`src/rtl/dataio_mem_responder_pkg.sv`:
```
// Shared definitions for the execute-stage data port responder.
package dataio_mem_responder_pkg;

  localparam int unsigned DATAIO_ADDR_W  = 32;
  localparam int unsigned DATAIO_DATA_W  = 32;
  localparam int unsigned DATAIO_BE_W    = 4;
  localparam int unsigned DATAIO_ORDER_W = 2;
  localparam int unsigned DATAIO_CNT_W   = 8;

  // Responder FSM state encodings
  typedef enum logic [2:0] {
    DATAIO_RSP_STT_IDLE  = 3'd0,
    DATAIO_RSP_STT_MREQ  = 3'd1,
    DATAIO_RSP_STT_MWAIT = 3'd2,
    DATAIO_RSP_STT_RESP  = 3'd3,
    DATAIO_RSP_STT_DRAIN = 3'd4
  } dataio_rsp_stt_t;

  // Access size codes from the LDST port
  typedef enum logic [DATAIO_ORDER_W-1:0] {
    DATAIO_ORDER_BYTE = 2'b00,
    DATAIO_ORDER_HALF = 2'b01,
    DATAIO_ORDER_WORD = 2'b10,
    DATAIO_ORDER_NONE = 2'b11
  } dataio_order_t;

  // Memory-bus command payload held for the duration of one access
  typedef struct packed {
    logic                     rw;
    logic [DATAIO_ADDR_W-1:0] addr;
    logic [DATAIO_BE_W-1:0]   be;
    logic [DATAIO_DATA_W-1:0] wdata;
  } dataio_mem_cmd_t;

endpackage

```
`src/rtl/dataio_be_check.sv`:
```
// Byte-enable generation and alignment/mode fault decode for one request.
module dataio_be_check
  import dataio_mem_responder_pkg::*;
(
  input  logic [DATAIO_ORDER_W-1:0] order,
  input  logic [1:0]                addr_lo,
  input  logic [1:0]                mmumod,
  output logic [DATAIO_BE_W-1:0]    be_c,
  output logic                      fault_c
);

  // Decode lane enables by size and flag misaligned, sizeless or mapped accesses
  always_comb begin
    be_c    = '0;
    fault_c = 1'b0;
    case (order)
      DATAIO_ORDER_BYTE: be_c = 4'b0001 << addr_lo;
      DATAIO_ORDER_HALF: begin
        be_c    = addr_lo[1] ? 4'b1100 : 4'b0011;
        fault_c = addr_lo[0];
      end
      DATAIO_ORDER_WORD: begin
        be_c    = 4'b1111;
        fault_c = (addr_lo != 2'b00);
      end
      default: fault_c = 1'b1;
    endcase
    if (mmumod != 2'b00) fault_c = 1'b1;
  end

endmodule

```
`src/rtl/dataio_mem_responder.sv`:
```
// Single-outstanding load/store responder between the LDST port and the data memory bus.
module dataio_mem_responder
  import dataio_mem_responder_pkg::*;
#(
  parameter int unsigned P_TIMEOUT = 255
)(
  input  logic                      iCLOCK,
  input  logic                      inRESET,
  input  logic                      iRESET_SYNC,
  input  logic                      iCORE_REQ,
  output logic                      oCORE_BUSY,
  input  logic [DATAIO_ORDER_W-1:0] iCORE_ORDER,
  input  logic [3:0]                iCORE_MASK,
  input  logic                      iCORE_RW,
  input  logic [13:0]               iCORE_TID,
  input  logic [1:0]                iCORE_MMUMOD,
  input  logic [31:0]               iCORE_PDT,
  input  logic [DATAIO_ADDR_W-1:0]  iCORE_ADDR,
  input  logic [DATAIO_DATA_W-1:0]  iCORE_DATA,
  output logic                      oCORE_VALID,
  output logic [DATAIO_DATA_W-1:0]  oCORE_DATA,
  output logic                      oCORE_FAULT,
  output logic                      oMEM_REQ,
  input  logic                      iMEM_ACK,
  output logic                      oMEM_RW,
  output logic [DATAIO_ADDR_W-1:0]  oMEM_ADDR,
  output logic [DATAIO_BE_W-1:0]    oMEM_BE,
  output logic [DATAIO_DATA_W-1:0]  oMEM_WDATA,
  input  logic                      iMEM_VALID,
  input  logic [DATAIO_DATA_W-1:0]  iMEM_RDATA
);

  dataio_rsp_stt_t            state_q, state_nxt;
  dataio_mem_cmd_t            cmd_q, cmd_nxt;
  logic [DATAIO_DATA_W-1:0]   rdata_q, rdata_nxt;
  logic                       fault_q, fault_nxt;
  logic                       tout_q, tout_nxt;
  logic [DATAIO_CNT_W-1:0]    cnt_q, cnt_nxt, cnt_inc;
  logic [DATAIO_BE_W-1:0]     be_c;
  logic                       req_fault_c;

  // Initiator sideband carried on the port but not needed by this responder
  logic unused_core_sideband;
  assign unused_core_sideband = ^{iCORE_MASK, iCORE_TID, iCORE_PDT};

  dataio_be_check u_be_check (
    .order   (iCORE_ORDER),
    .addr_lo (iCORE_ADDR[1:0]),
    .mmumod  (iCORE_MMUMOD),
    .be_c    (be_c),
    .fault_c (req_fault_c)
  );

  assign cnt_inc    = cnt_q + DATAIO_CNT_W'(1);
  assign oMEM_RW    = cmd_q.rw;
  assign oMEM_ADDR  = cmd_q.addr;
  assign oMEM_BE    = cmd_q.be;
  assign oMEM_WDATA = cmd_q.wdata;

  // Next-state, latch updates and memory-wait watchdog
  always_comb begin
    state_nxt = state_q;
    cmd_nxt   = cmd_q;
    rdata_nxt = rdata_q;
    fault_nxt = fault_q;
    tout_nxt  = tout_q;
    cnt_nxt   = cnt_q;
    unique case (state_q)
      DATAIO_RSP_STT_IDLE: begin
        if (!iRESET_SYNC && iCORE_REQ) begin
          cmd_nxt.rw    = iCORE_RW;
          cmd_nxt.addr  = {iCORE_ADDR[DATAIO_ADDR_W-1:2], 2'b00};
          cmd_nxt.be    = be_c;
          cmd_nxt.wdata = iCORE_DATA;
          rdata_nxt     = '0;
          fault_nxt     = req_fault_c;
          tout_nxt      = 1'b0;
          cnt_nxt       = '0;
          state_nxt     = req_fault_c ? DATAIO_RSP_STT_RESP : DATAIO_RSP_STT_MREQ;
        end
      end
      DATAIO_RSP_STT_MREQ: begin
        if (iRESET_SYNC) begin
          state_nxt = DATAIO_RSP_STT_IDLE;
        end else if (iMEM_ACK) begin
          cnt_nxt = '0;
          if (iMEM_VALID) begin
            rdata_nxt = cmd_q.rw ? '0 : iMEM_RDATA;
            state_nxt = DATAIO_RSP_STT_RESP;
          end else begin
            state_nxt = DATAIO_RSP_STT_MWAIT;
          end
        end
      end
      DATAIO_RSP_STT_MWAIT: begin
        if (iRESET_SYNC) begin
          state_nxt = DATAIO_RSP_STT_DRAIN;
        end else if (iMEM_VALID) begin
          rdata_nxt = cmd_q.rw ? '0 : iMEM_RDATA;
          state_nxt = DATAIO_RSP_STT_RESP;
        end else begin
          cnt_nxt = cnt_inc;
          if (cnt_inc == DATAIO_CNT_W'(P_TIMEOUT)) begin
            rdata_nxt = '0;
            fault_nxt = 1'b1;
            tout_nxt  = 1'b1;
            state_nxt = DATAIO_RSP_STT_RESP;
          end
        end
      end
      DATAIO_RSP_STT_RESP: begin
        if (iRESET_SYNC)  state_nxt = DATAIO_RSP_STT_IDLE;
        else if (tout_q)  state_nxt = DATAIO_RSP_STT_DRAIN;
        else              state_nxt = DATAIO_RSP_STT_IDLE;
      end
      DATAIO_RSP_STT_DRAIN: begin
        // A late completion is swallowed so it cannot pair with the next request
        if (iMEM_VALID) state_nxt = DATAIO_RSP_STT_IDLE;
      end
      default: state_nxt = DATAIO_RSP_STT_IDLE;
    endcase
  end

  // State, latches and registered core-side outputs
  always_ff @(posedge iCLOCK or negedge inRESET) begin
    if (!inRESET) begin
      state_q     <= DATAIO_RSP_STT_IDLE;
      cmd_q       <= '0;
      rdata_q     <= '0;
      fault_q     <= 1'b0;
      tout_q      <= 1'b0;
      cnt_q       <= '0;
      oCORE_BUSY  <= 1'b0;
      oMEM_REQ    <= 1'b0;
      oCORE_VALID <= 1'b0;
      oCORE_DATA  <= '0;
      oCORE_FAULT <= 1'b0;
    end else begin
      state_q     <= state_nxt;
      cmd_q       <= cmd_nxt;
      rdata_q     <= rdata_nxt;
      fault_q     <= fault_nxt;
      tout_q      <= tout_nxt;
      cnt_q       <= cnt_nxt;
      oCORE_BUSY  <= (state_nxt != DATAIO_RSP_STT_IDLE);
      oMEM_REQ    <= (state_nxt == DATAIO_RSP_STT_MREQ);
      oCORE_VALID <= (state_nxt == DATAIO_RSP_STT_RESP);
      oCORE_DATA  <= (state_nxt == DATAIO_RSP_STT_RESP) ? rdata_nxt : '0;
      oCORE_FAULT <= (state_nxt == DATAIO_RSP_STT_RESP) && fault_nxt;
    end
  end

endmodule
```
`config.mk`:
```
export PLATFORM = sky130hd
export DESIGN_NAME = dataio_mem_responder
export DESIGN_NICKNAME = d
export VERILOG_FILES = /design/src/rtl/dataio_mem_responder_pkg.sv /design/src/rtl/dataio_be_check.sv /design/src/rtl/dataio_mem_responder.sv
export SDC_FILE = /design/constraint.sdc
export NUM_CORES = 1
export LEC_CHECK = 0
export ABC_AREA = 1
export CORE_MARGIN = 2
export CORE_UTILIZATION = 46
export DETAILED_ROUTE_END_ITERATION = 8
export PLACE_DENSITY_LB_ADDON = 0.25
export SYNTH_ARGS = -nofsm -noshare
export SYNTH_HDL_FRONTEND = slang
export SYNTH_SLANG_ARGS = --single-unit
```
`constraint.sdc`:
```
create_clock -name iCLOCK -period 2.8 [get_ports iCLOCK]
set_clock_uncertainty 0.15 [all_clocks]
set_input_delay 0.56 -clock iCLOCK [delete_from_list [all_inputs] [get_ports iCLOCK]]
set_output_delay 0.56 -clock iCLOCK [all_outputs]
set_load 0.01 [all_outputs]
```
# [After elaboration in Yosys (flattened, before gate mapping)]
# Cells that the tools add are included.
[totals] reg_bits=148 word_cells=86
[classes] addsub=1 n_eq_ne=15 shifts=1 mux=42 n_reduce_logical=13
[ops] cell="$mux W32" n=9
[ops] cell="$pmux W32 S3" n=1
[ops] cell="$mux W8" n=5
[ops] cell="$mux W3" n=9
[ops] cell="$pmux W8 S3" n=1
[ops] cell="$pmux W3 S5" n=1
[ops] cell="$ne A2 B2 Y1 const B" n=6
[ops] cell="$pmux W4 S3" n=1
[ops] cell="$mux W1" n=10
[ops] cell="$eq A3 B2 Y1 const B" n=3
[ops] cell="$add A8 B1 Y8 const B" n=1
[ops] cell="$eq A8 B8 Y1 const B" n=1
[ops] cell="$eq A3 B1 Y1 const B" n=2
[ops] cell="$reduce_and A6 Y1" n=1
[ops] cell="$reduce_bool A2 Y1" n=3
[ops] cell="$reduce_bool A3 Y1" n=2
[ops] cell="$reduce_and A5 Y1" n=1
[ops] cell="$mux W4" n=1
[ops] cell="$pmux W1 S2" n=2
[ops] cell="$shl A1 B2 Y4 const A" n=1
[ops] cell="$eq A3 B3 Y1 const B" n=1
[ops] cell="$logic_not A3 Y1" n=1
[ops] cell="$pmux W1 S3" n=1
[ops] cell="$eq A2 B1 Y1 const B" n=1
[ops] cell="6 further kinds" n=7

# [Depth between registers and ports, before layout]
# Gate-level depths: netlist (run 1).
[depth] ltp_word=8 depth_mapped=15

# [Modules after synthesis]
# From an unflattened synthesis (run 1), not the netlist that was laid out.
[hier_totals] cells_unflattened=1002 hier_area_um2=7414.6
[by_module_without_submodules] mod="dataio_mem_responder" instances=1 cells_each=984 area_per_inst_um2=7337.0 seq_area_each_um2=3703.6
[by_module_without_submodules] mod="dataio_be_check" instances=1 cells_each=18 area_per_inst_um2=77.6 seq_area_each_um2=0.0

# [Least setup slack after synthesis (run 1)]
# No wires, ideal clock.
[synth_path] kind="reg2reg" start="reg cnt_q[0]" end="reg oCORE_DATA[3]" arrival_time_ps=1791 required_time_ps=2587 slack_ps=797 path_stages_with_launch=14 path_buffers=1 path_cell_list="dfrtp_1 ha_1 nand2_1 nand2_1 nor2_1 nand3_1 nor2_4 nand2_4 nand2_4 nand3_4 a21oi_4 buf_6 nand2_1 inv_1"
[synth_via] elab_chain_len=8
[synth_lines] item="from (decl)" line="dataio_mem_responder.sv:38" source="logic [DATAIO_CNT_W-1:0] cnt_q, cnt_nxt, cnt_inc;"
[synth_lines] item="from (signal assigned)" line="dataio_mem_responder.sv:144" source="cnt_q <= cnt_nxt;"
[synth_lines] item="$add A8 B1 Y8 (*)" line="dataio_mem_responder.sv:54" source="assign cnt_inc = cnt_q + DATAIO_CNT_W'(1);"
[synth_lines] item="$eq A8 B8 Y1 (*)" line="dataio_mem_responder.sv:103" source="if (cnt_inc == DATAIO_CNT_W'(P_TIMEOUT)) begin"
[synth_lines] item="$mux W3" line="dataio_mem_responder.sv:103"
[synth_lines] item="$mux W3" line="dataio_mem_responder.sv:98" source="end else if (iMEM_VALID) begin"
[synth_lines] item="$mux W3" line="dataio_mem_responder.sv:96" source="if (iRESET_SYNC) begin"
[synth_lines] item="$pmux W3 S5" line="dataio_mem_responder.sv:68" source="unique case (state_q)"
[synth_lines] item="$eq A3 B2 Y1" line="dataio_mem_responder.sv:148" source="oCORE_DATA <= (state_nxt == DATAIO_RSP_STT_RESP) ? rdata_nxt : '0;"
[synth_lines] item="$mux W32 (*)" line="dataio_mem_responder.sv:148"
[synth_lines] item="to (signal assigned)" line="dataio_mem_responder.sv:148"
[synth_lines] item="to (decl)" line="dataio_mem_responder.sv:21" source="output logic [DATAIO_DATA_W-1:0] oCORE_DATA,"
# Mark *: on every way between the ends. The rest lies on a longest branch, timed or not.
# A chain may end at the register's enable or synchronous reset.

# [Final worst setup path (run 1)]
[layout_path] start="reg cmd_q, in the netlist oMEM_RW" end="out oMEM_RW"
[layout_lines] item="from (decl)" line="dataio_mem_responder.sv:34" source="dataio_mem_cmd_t cmd_q, cmd_nxt;"
[layout_lines] item="from (signal assigned)" line="dataio_mem_responder.sv:140" source="cmd_q <= cmd_nxt;"
[layout_lines] item="to (decl)" line="dataio_mem_responder.sv:25" source="output logic oMEM_RW,"
# No word-level cell between the ends.

==> run_results.csv, run 1 <==
group,metric,value,unit
timing,finalSetupTns,0,ns
setup_path,slowest_stage,"clkdlybuf4s50_1",
clock_tree,cts_resized,0,
synth,synthCells,993,
power,p_switching,0.003411,W
setup_path,path_buf_inv,1,
setup_path,slowest_delay,0.63,ns
global_route,antenna_found_initial,0,
cells_and_area,area_growth,39.97,%
route,wl_per_cell,14.61,um
flow_run,maxCapViolCount,0,
clock_tree,cts_root_buf,"clkbuf_16",
die,row_count,46,
setup_path,crit_fanout,11,
global_route,grt_pass1_wl,34.07,mm
setup_path,cp-start-kind,"register",
synth,netlist_area,0.007470,sq mm
setup_path,criticalPathCategory,"register to output pin",
route,vias,7103,
cells_and_area,mostFrequentLayoutCell,"nand2_1",
clock_tree,cts_made_buffers,17,
setup_path,crit_arrival,1.67,ns
synth,ys_types,37,
timing,tightestPinTransition,0.5125,ns
die,core,0.01589,sq mm
die,initial_core_util,0.4702,
route,initialDrtViolationCount,565,
cells_and_area,final_cell_mix,"nand2_1 (364), clkdlybuf4s50_1 (208), dfrtp_1 (148)",
synth,yosys_warnings,0,
placement,hpwl,13.68,mm
synth,yosysSeqAreaShare,0.4958,
cells_and_area,drive_gt1_frac,0.06177,
clock_tree,cts_setup_buffers,0,
cells_and_area,fin_nets,1344,
power,ir_drop,495.3,uV
global_route,grt_use_total,0.2436,
timing,fmax,419.3,MHz
power,seq_power_share,0.347,
timing,finalHoldViolations,0,
route,route.detailed.drc,0,
timing,slew_headroom,0.6583,
placement,gp_congestion,0.8228,
synth,syn_area_per_cell,7.522,sq um
die,num_io_pins,262,
placement,portBuffers,209,
die,fp.dieArea,0.01727,sq mm
cells_and_area,regArea,0.003704,sq mm
cells_and_area,nFillCells,1370,
clock_tree,clk_latency,0.43,ns
timing,setup_violations,0,
run_status,status,"finished clean",
power,p_int,0.005971,W
clock_tree,cts_max_level,4,
clock_tree,clock_sink_count,148,
die,dieWidth,131.4,um
global_route,grt_overflow,0,
global_route,grt_pass1_vias,6710,
setup_path,cpLargestDelayFamily,"buffers and inverters",
timing,rsz0062_at_grt,"false",
clock_tree,cts_tree,"done",
worst_hold_path,hold_path.class,"register to register",
power,sw_frac_of_total,0.3636,
route,ant_nets,0,
route,via_per_inst,5.023,
setup_path,critical_path_required,2.09,ns
cells_and_area,multiInputGateArea,0.003089,sq mm
timing,hold_ws,0.3180,ns
global_route,grt_max_degree,71,
power,pwr-share-clk,0.254,
timing,maxSlewViolCount,0,
timing,post-route-period-util,0.8518,
route,drt_wl_total,20.66,mm
cells_and_area,antennaDiodeCount,0,
power,combPwrFrac,0.400,
route,first_pass_iters,5,
setup_path,worstPathCellList,"clkdlybuf4s50_1",
timing,fin_crit,2.385,ns
synth,synth-seq-cells,148,
power,p_leak,5.296,nW
clock_tree,cts.path.max_buffers,2,
clock_tree,clk_pin_slew,0.06,ns
power,powerDensity,897.4,mW/mm^2
clock_tree,ctsHoldBuffers,1,
die,die_h,131.4,um
setup_path,endpoint_kind,"output pin",
Yosys cell counts:
| library cell | number | share of area |
|---|---|---|
| nand2_1 | 364 | 0.18 |
| dfrtp_1 | 148 | 0.50 |
| inv_1 | 107 | 0.054 |
| nor2_1 | 77 | 0.039 |
| nand3_1 | 74 | 0.050 |
| o21ai_0 | 65 | 0.044 |
| clkbuf_1 | 40 | 0.020 |
| o211ai_1 | 21 | 0.021 |
| o31ai_1 | 21 | 0.021 |
| nand3b_1 | 11 | 0.011 |
| buf_2 | 8 | 0.0054 |
| inv_2 | 7 | 0.0035 |
| a31oi_1 | 5 | 0.0042 |
| buf_1 | 5 | 0.0025 |
| o21ai_1 | 4 | 0.0027 |
| o22ai_1 | 4 | 0.0033 |
| a21oi_1 | 3 | 0.0020 |
| buf_6 | 3 | 0.0045 |
| nand4_1 | 3 | 0.0025 |
| nor2_4 | 3 | 0.0045 |
| buf_4 | 2 | 0.0020 |
| ha_1 | 2 | 0.0033 |
| nand2_4 | 2 | 0.0030 |
| a21oi_4 | 1 | 0.0022 |
| and2_1 | 1 | 0.00084 |
| clkinv_1 | 1 | 0.00050 |
| conb_1 | 1 | 0.00050 |
| nand2_2 | 1 | 0.00084 |
| nand3_2 | 1 | 0.0013 |
| nand3_4 | 1 | 0.0023 |
| nor2_2 | 1 | 0.00084 |
| nor3_1 | 1 | 0.00067 |
| nor3_2 | 1 | 0.0013 |
| nor3_4 | 1 | 0.0022 |
| nor3b_4 | 1 | 0.0025 |
| o2111a_1 | 1 | 0.0015 |
| o221ai_1 | 1 | 0.0012 |
cells by family after synthesis:
kind of cell,Yosys count,share of synthesized area
AO/OA/AOI/OAI,126,0.1028
adder cells (fa/ha/maj),2,0.003350
buffers and inverters,173,0.09229
flip-flops,148,0.4958
other,1,0.0005020
AND/OR/NAND/NOR,543,0.3052
sequential cells by signal, indices dropped and copies added, names as in the netlist, 3 cells and up:
register    count
rdata_q        32
state_q         3
oMEM_BE         4
oCORE_DATA     32
cnt_q           8
oMEM_WDATA     32
oMEM_ADDR      30
power groups by stage:
stage	registers, W	logic, W	clock network (W)
2_1_floorplan	0.00347	0.00173	0
3_5_place_dp	0.00328	0.00375	0
5_1_grt	0.00334	0.00411	0.00253
4_1_cts	0.00325	0.00377	0.00242
3_3_place_gp	0.00325	0.00368	0
6_report	0.00325	0.00375	0.00238
layer usage:
metal	wire length (um)	vias up	track usage
li1	-	3507	-
met2	10230	249	0.4098
met5	0	-	0
met1	8910	3321	0.3127
met3	1228	26	0.05980
met4	291	0	0.07126
through the flow:
step / utilization / std cells / total power, W / cell area [sq um] / setup WS [ns]
after global routing: 0.6582 / 1414 / 0.009982 / 10460 / 0.2912
after detailed placement: 0.6185 / 1381 / 0.007030 / 9826 / 0.1897
after global placement: 0.6185 / 1381 / 0.006934 / 9826 / 0.2499
after floorplan: - / 994 / 0.005192 / 7473 / 0.7968
final: 0.6582 / 1414 / 0.009382 / 10460 / 0.4150
after CTS: 0.6582 / 1414 / 0.009433 / 10460 / 0.4190
worst paths after layout:
path / from / to / slack, ns / depth (start not counted)
min in group asynchronous: inRESET / oMEM_WDATA[7] / 0.50 / 2
max in group asynchronous: inRESET / oMEM_WDATA[16] / 1.27 / 3
max: oMEM_RW / oMEM_RW / 0.42 / 1
min reg2reg: oMEM_ADDR[20] / oMEM_ADDR[20] / 0.32 / 2
min: oMEM_ADDR[20] / oMEM_ADDR[20] / 0.32 / 2
max reg2reg: cnt_q[0] / oCORE_DATA[18] / 0.49 / 14
cell type report:
type                    count  share of cell area
inverters                 115             0.04129
multi-input cells         673              0.2955
flip-flops and latches    148              0.3542
clock buffers              21             0.04500
clock inverters            11             0.01424
well taps                 216             0.02585
repair buffers            230              0.2239
No activity file was read; power rests on OpenSTA's default activity.
==> inputs of run 2 (changes only) <==
--- a/config.mk
+++ b/config.mk
@@ -9,7 +9,7 @@
 export CORE_MARGIN = 2
 export CORE_UTILIZATION = 46
 export DETAILED_ROUTE_END_ITERATION = 8
-export PLACE_DENSITY_LB_ADDON = 0.25
+export PLACE_DENSITY_LB_ADDON = 0.05
 export SYNTH_ARGS = -nofsm -noshare
 export SYNTH_HDL_FRONTEND = slang
 export SYNTH_SLANG_ARGS = --single-unit
==> run 2 against run 1 <==
Compared with the run above: worst setup slack gained 0.030 ns; via count fell by 1.7%; first-iteration DRC count rose by 5.3%; largest power group unchanged; routed wire length decreased by 1.4%; fmax increased by 1.3%; largest cell class unchanged.
==> run_results.csv, run 2 (synthesized netlist as in run 1, its figures left out) <==
group,metric,value,unit
run_status,status,"finished clean",
global_route,grt_max_degree,71,
worst_hold_path,hold_end,"oMEM_WDATA[5]",
worst_hold_path,min_path_cells,2,
global_route,grtUsageMet1,0.3322,
clock_tree,cts_tree,"done",
cells_and_area,multiInputGateArea,0.003089,sq mm
setup_path,endpoint_kind,"output pin",
flow_run,maxCapViolCount,0,
global_route,grt_pass1_wl,33.49,mm
timing,maxSlewViolCount,0,
timing,post-route-period-util,0.8412,
global_route,grt_overflow,0,
cells_and_area,final_cell_mix,"nand2_1 (364), clkdlybuf4s50_1 (208), dfrtp_1 (148)",
global_route,use_met2,0.3810,
route,route.detailed.drc,0,
cells_and_area,area_growth,39.97,%
clock_tree,cts_made_buffers,17,
power,ir_drop,437.5,uV
die,fp.dieArea,0.01727,sq mm
global_route,antenna_found_initial,1,
worst_hold_path,min_from,"oMEM_WDATA[5]",
setup_path,criticalPathCategory,"register to output pin",
worst_hold_path,hold_path.class,"register to register",
cells_and_area,mostFrequentLayoutCell,"nand2_1",
placement,gp_congestion,0.8260,
route,via_per_inst,4.920,
die,num_io_pins,262,
route,drt_wl_total,20.37,mm
cells_and_area,fin_nets,1348,
setup_path,slowest_stage,"clkdlybuf4s50_1",
die,core,0.01589,sq mm
setup_path,ff2ff_path_depth,14,
route,vias,6981,
setup_path,r2r_start,"cnt_q[0]",
setup_path,reg2reg_slack,0.48,ns
placement,portBuffers,209,
clock_tree,clk_pin_slew,0.06,ns
clock_tree,cts_max_level,4,
placement,hpwl,13.46,mm
setup_path,r2r-end,"oCORE_DATA[1]",
placement,place_inst,1385,
die,row_count,46,
setup_path,cp-start-kind,"register",
placement,dp_slack,0.2314,ns
cells_and_area,post-route-util,0.6582,
clock_tree,cts.path.max_buffers,2,
setup_path,crit_fanout,14,
timing,tightestPinTransition,0.6111,ns
timing,finalHoldViolations,0,
die,initial_core_util,0.4702,
setup_path,slowest_delay,0.63,ns
clock_tree,clock_sink_count,148,
route,wl_per_cell,14.36,um
die,die_h,131.4,um
timing,fin_crit,2.355,ns
power,powerDensity,889.4,mW/mm^2
route,ant_nets,0,
setup_path,worstPathCellList,"clkdlybuf4s50_1",
cells_and_area,stdcell_count,1419,
die,dieWidth,131.4,um
setup_path,path_buf_inv,1,
timing,setup_violations,0,
clock_tree,clk_latency,0.42,ns
clock_tree,cts_resized,0,
route,initialDrtViolationCount,595,
setup_path,crit_arrival,1.65,ns
cells_and_area,regArea,0.003704,sq mm
route,first_pass_iters,5,
setup_path,critical_path_required,2.09,ns
timing,slew_headroom,0.5926,
setup_path,cpLargestDelayFamily,"buffers and inverters",
timing,finalSetupTns,0,ns
cells_and_area,nFillCells,1413,
timing,rsz0062_at_grt,"false",
global_route,use_met3,0.05054,
global_route,grt_use_total,0.2392,
power,p_leak,5.297,nW
global_route,grt_pass1_vias,6500,
timing,fin_ws,0.4446,ns
cells_and_area,drive_gt1_frac,0.06406,
global_route,grt_busiest_layer,"met2",
clock_tree,cts_root_buf,"clkbuf_16",
timing,fmax,424.6,MHz
run 2: what timing repair did:
| item | 4_1_cts | 5_1_grt |
|---|---|---|
| hold endpoints to repair | 12 | 0 |
| hold buffers | 1 | 0 |
| setup endpoints to repair | 0 | 0 |
| setup buffers | 0 | 0 |
run 2: how the worst max path moves through the flow:
stage                     end   startpoint  cells after the start  slack [ns]
2_1_floorplan   oCORE_DATA[3]     cnt_q[0]                     13        0.80
3_3_place_gp   oCORE_DATA[19]     iMEM_ACK                     11        0.25
3_5_place_dp    oCORE_DATA[5]  iRESET_SYNC                     11        0.23
4_1_cts               oMEM_RW      oMEM_RW                      1        0.43
5_1_grt        oCORE_DATA[19]     cnt_q[0]                     14        0.31
6_report              oMEM_RW      oMEM_RW                      1        0.44
run 2: layout make-up:
type	count	share of cell area
inverters	115	0.04129
multi-input cells	673	0.2955
clock inverters	11	0.01209
flip-flops and latches	148	0.3542
well taps	216	0.02585
diodes	1	0.0002393
repair buffers	234	0.2268
clock buffers	21	0.04404
run 2: stage by stage:
step | instance area, sq um | hold WS [ns] | total power, W
floorplan | 7473 | 0.1144 | 0.005192
global placement | 9856 | 0.3019 | 0.006990
detailed placement | 9856 | 0.3070 | 0.007058
finish | 10460 | 0.3158 | 0.009299
global route | 10460 | 0.3400 | 0.009901
CTS | 10450 | 0.3224 | 0.009363
run 2: power by group:
group	total, W	switching [W]	leakage [nW]	internal, W
logic	0.00377	0.00206	3.09	0.00171
clock network	0.00227	0.000906	0.276	0.00136
registers	0.00326	0.000442	1.93	0.00282
run 2: worst reg2reg max path: cells and delay by family, from the launching register on:
kind	cells	cell delay, ns
simple gates	11	1.04
flops	1	0.44
buf+inv	2	0.30
fa+ha+maj	1	0.27
run 2: per-layer routing:
layer  vias up  wire length, um
met2       191             9708
met5         -                0
met1      3245             9365
li1       3525                -
met4         0              284
met3        20             1013
==> inputs of run 3 (changes only) <==
--- a/config.mk
+++ b/config.mk
@@ -7,7 +7,7 @@
 export LEC_CHECK = 0
 export ABC_AREA = 1
 export CORE_MARGIN = 2
-export CORE_UTILIZATION = 46
+export CORE_UTILIZATION = 41
 export DETAILED_ROUTE_END_ITERATION = 8
 export PLACE_DENSITY_LB_ADDON = 0.05
 export SYNTH_ARGS = -nofsm -noshare
==> constraint.sdc (replaced) <==
create_clock -name iCLOCK -period 2 [get_ports iCLOCK]
set_clock_uncertainty 0.15 [all_clocks]
set_input_delay 0.4 -clock iCLOCK [delete_from_list [all_inputs] [get_ports iCLOCK]]
set_output_delay 0.4 -clock iCLOCK [all_outputs]
set_load 0.01 [all_outputs]
==> run 3 against run 2 <==
Compared with the run above: the run now ends with setup timing left; via count is 5.6% higher; critical path depth up 15; clock power up 36%; sequential cell count unchanged; critical path type is now register to register.
==> run_results.csv, run 3 (synthesized netlist as in run 1, its figures left out) <==
group,metric,value,unit
route,initialDrtViolationCount,564,
cells_and_area,stdcell_count,1479,
setup_path,criticalPathCategory,"register to register",
route,via_per_inst,4.985,
cells_and_area,mostFrequentLayoutCell,"nand2_1",
global_route,use_met2,0.3726,
route,first_pass_iters,6,
global_route,use_met3,0.05041,
placement,place_inst,1432,
clock_tree,clk_pin_slew,0.06,ns
cells_and_area,area_growth,50.69,%
setup_path,path_buf_inv,4,
global_route,grt_use_total,0.2282,
cells_and_area,nFillCells,1640,
power,design_power_total,0.01361,W
clock_tree,cts_tree,"done",
clock_tree,clock_sink_count,148,
timing,post-route-period-util,1.085,
setup_path,r2r_start,"cnt_q[0]",
clock_tree,cts_made_buffers,17,
run_status,failed_checks,"setup timing",
cells_and_area,drive_gt1_frac,0.1584,
global_route,grt_max_degree,64,
die,initial_core_util,0.4172,
setup_path,reg2reg_slack,-0.17,ns
power,p_int,0.008505,W
setup_path,crit_arrival,2.39,ns
timing,rsz0062_at_grt,"true",
placement,hpwl,14.23,mm
setup_path,r2r-end,"oCORE_DATA[10]",
global_route,grt_pass1_vias,6798,
timing,finalHoldViolations,0,
power,p_switching,0.005103,W
clock_tree,cts_root_buf,"clkbuf_16",
worst_hold_path,hold_path.class,"register to register",
run_status,status,"finished with violations",
global_route,grt_busiest_layer,"met2",
die,row_count,49,
timing,slew_headroom,0.6645,
clock_tree,cts.path.max_buffers,2,
die,fp.dieArea,0.01931,sq mm
timing,fin_crit,2.169,ns
route,ant_nets,0,
power,p_leak,5.784,nW
die,num_io_pins,262,
worst_hold_path,hold_end,"oMEM_WDATA[14]",
cells_and_area,final_cell_mix,"nand2_1 (345), clkdlybuf4s50_1 (208), dfrtp_1 (145)",
power,seq_power_share,0.332,
timing,tightestPinTransition,0.5032,ns
die,dieWidth,139.0,um
die,die_h,139.0,um
cells_and_area,multiInputGateArea,0.003346,sq mm
cells_and_area,regArea,0.003707,sq mm
route,drt_wl_total,22.32,mm
power,sw_frac_of_total,0.3750,
timing,maxSlewViolCount,0,
route,route.detailed.drc,0,
global_route,grt_overflow,0,
power,combPwrFrac,0.441,
power,ir_drop,679.2,uV
setup_path,cp-start-kind,"register",
cells_and_area,antennaDiodeCount,0,
global_route,grt_pass1_wl,35.42,mm
placement,portBuffers,209,
worst_hold_path,min_path_cells,2,
setup_path,cpLargestDelayFamily,"simple AND/OR/NAND/NOR gates",
setup_path,crit_fanout,8,
route,wl_per_cell,15.09,um
timing,fmax,461.0,MHz
worst_hold_path,min_from,"oMEM_WDATA[14]",
global_route,grtUsageMet1,0.3054,
flow_run,maxCapViolCount,0,
cells_and_area,fin_nets,1397,
timing,fin_ws,-0.1691,ns
global_route,antenna_found_initial,0,
setup_path,crit_path_frequent_cell,"nand2_4",
setup_path,endpoint_kind,"register",
power,pwr-share-clk,0.227,
setup_path,ff2ff_path_depth,16,
die,core,0.01790,sq mm
setup_path,slowest_stage,"dfrtp_1",
timing,setup_violations,49,
timing,hold_ws,0.3172,ns
setup_path,worstPathCellList,"ha_4 -> nand2_4 -> nor2_4 -> nand2_1 -> nand2_1 -> nand2_2 -> nor2_4 -> nand2_4 -> nand2_4 -> nand3_4 -> a21oi_4 -> buf_12 -> buf_12 -> buf_16 -> nand2_2 -> inv_2",
setup_path,slowest_delay,0.41,ns
clock_tree,clk_latency,0.42,ns
setup_path,critical_path_required,2.22,ns
power,powerDensity,1209,mW/mm^2
placement,gp_congestion,0.7789,
route,vias,7373,
clock_tree,cts_max_level,4,
## run 3: changes by cell type in the layout (fill, tap and decap cells not counted), moves of 4 or more
| cell | change |
|---|---|
| nand3_2 | +31 |
| nand2_1 | -19 |
| nand3_1 | -31 |
| nand2_2 | +17 |
| buf_12 | +7 |
| inv_1 | -13 |
| buf_4 | +34 |
| buf_6 | +4 |
| inv_2 | +12 |
## run 3: routing by layer
layer / vias to the layer above / wire length (um)
li1: 3621 / -
met4: 0 / 440
met5: - / 0
met1: 3465 / 9967
met2: 250 / 10630
met3: 37 / 1288
## run 3: worst max-delay path by stage
stage,cells after the start,startpoint,slack (ns),end
after floorplan,13,cnt_q[0],0.01,oCORE_DATA[3]
after global placement,12,iMEM_ACK,-0.29,oCORE_DATA[25]
after detailed placement,12,iMEM_ACK,-0.32,oCORE_DATA[4]
after CTS,15,cnt_q[0],-0.15,oCORE_DATA[10]
after global routing,16,cnt_q[0],-0.27,oCORE_DATA[10]
final,16,cnt_q[0],-0.17,oCORE_DATA[10]
## run 3: timing repair
item / in CTS / in global routing
setup buffers: 7 / 4
hold buffers: 1 / 0
hold endpoints to repair: 44 / 0
endpoints found under the setup margin: 35 / 69
resized for setup: 52 / 32
gates cloned: 4 / 2
pin swaps: 14 / 9
## run 3: metrics by stage
stage / worst slack [ns] / setup TNS [ns] / cell area [sq um] / utilization
floorplan: 0.01274 / 0 / 7476 / -
global placement: -0.2916 / -23.57 / 10190 / 0.5693
detailed placement: -0.3240 / -25.43 / 10190 / 0.5693
CTS: -0.1472 / -4.026 / 11150 / 0.6229
global route: -0.2656 / -12.05 / 11260 / 0.6287
finish: -0.1691 / -4.345 / 11260 / 0.6287
## run 3: area by class of cell
type | count | area share
flip-flops and latches | 148 | 0.3294
repair buffers | 283 | 0.2593
inverters | 115 | 0.03857
clock inverters | 13 | 0.01100
well taps | 229 | 0.02546
multi-input cells | 673 | 0.2972
clock buffers | 18 | 0.03902
## run 3: power by group through the flow
| stage | Sequential, W | Combinational (W) | Clock (W) |
|---|---|---|---|
| finish | 0.00452 | 0.00601 | 0.00309 |
| floorplan | 0.00485 | 0.00242 | 0 |
| CTS | 0.00451 | 0.00597 | 0.00315 |
| global placement | 0.00454 | 0.00550 | 0 |
| detailed placement | 0.00456 | 0.00558 | 0 |
| global route | 0.00464 | 0.00658 | 0.00328 |
## run 3: worst min-delay path: cells and delay by family (launching register included)
kind / cells / cell delay [ns]
flops: 1 / 0.34
simple gates: 2 / 0.09
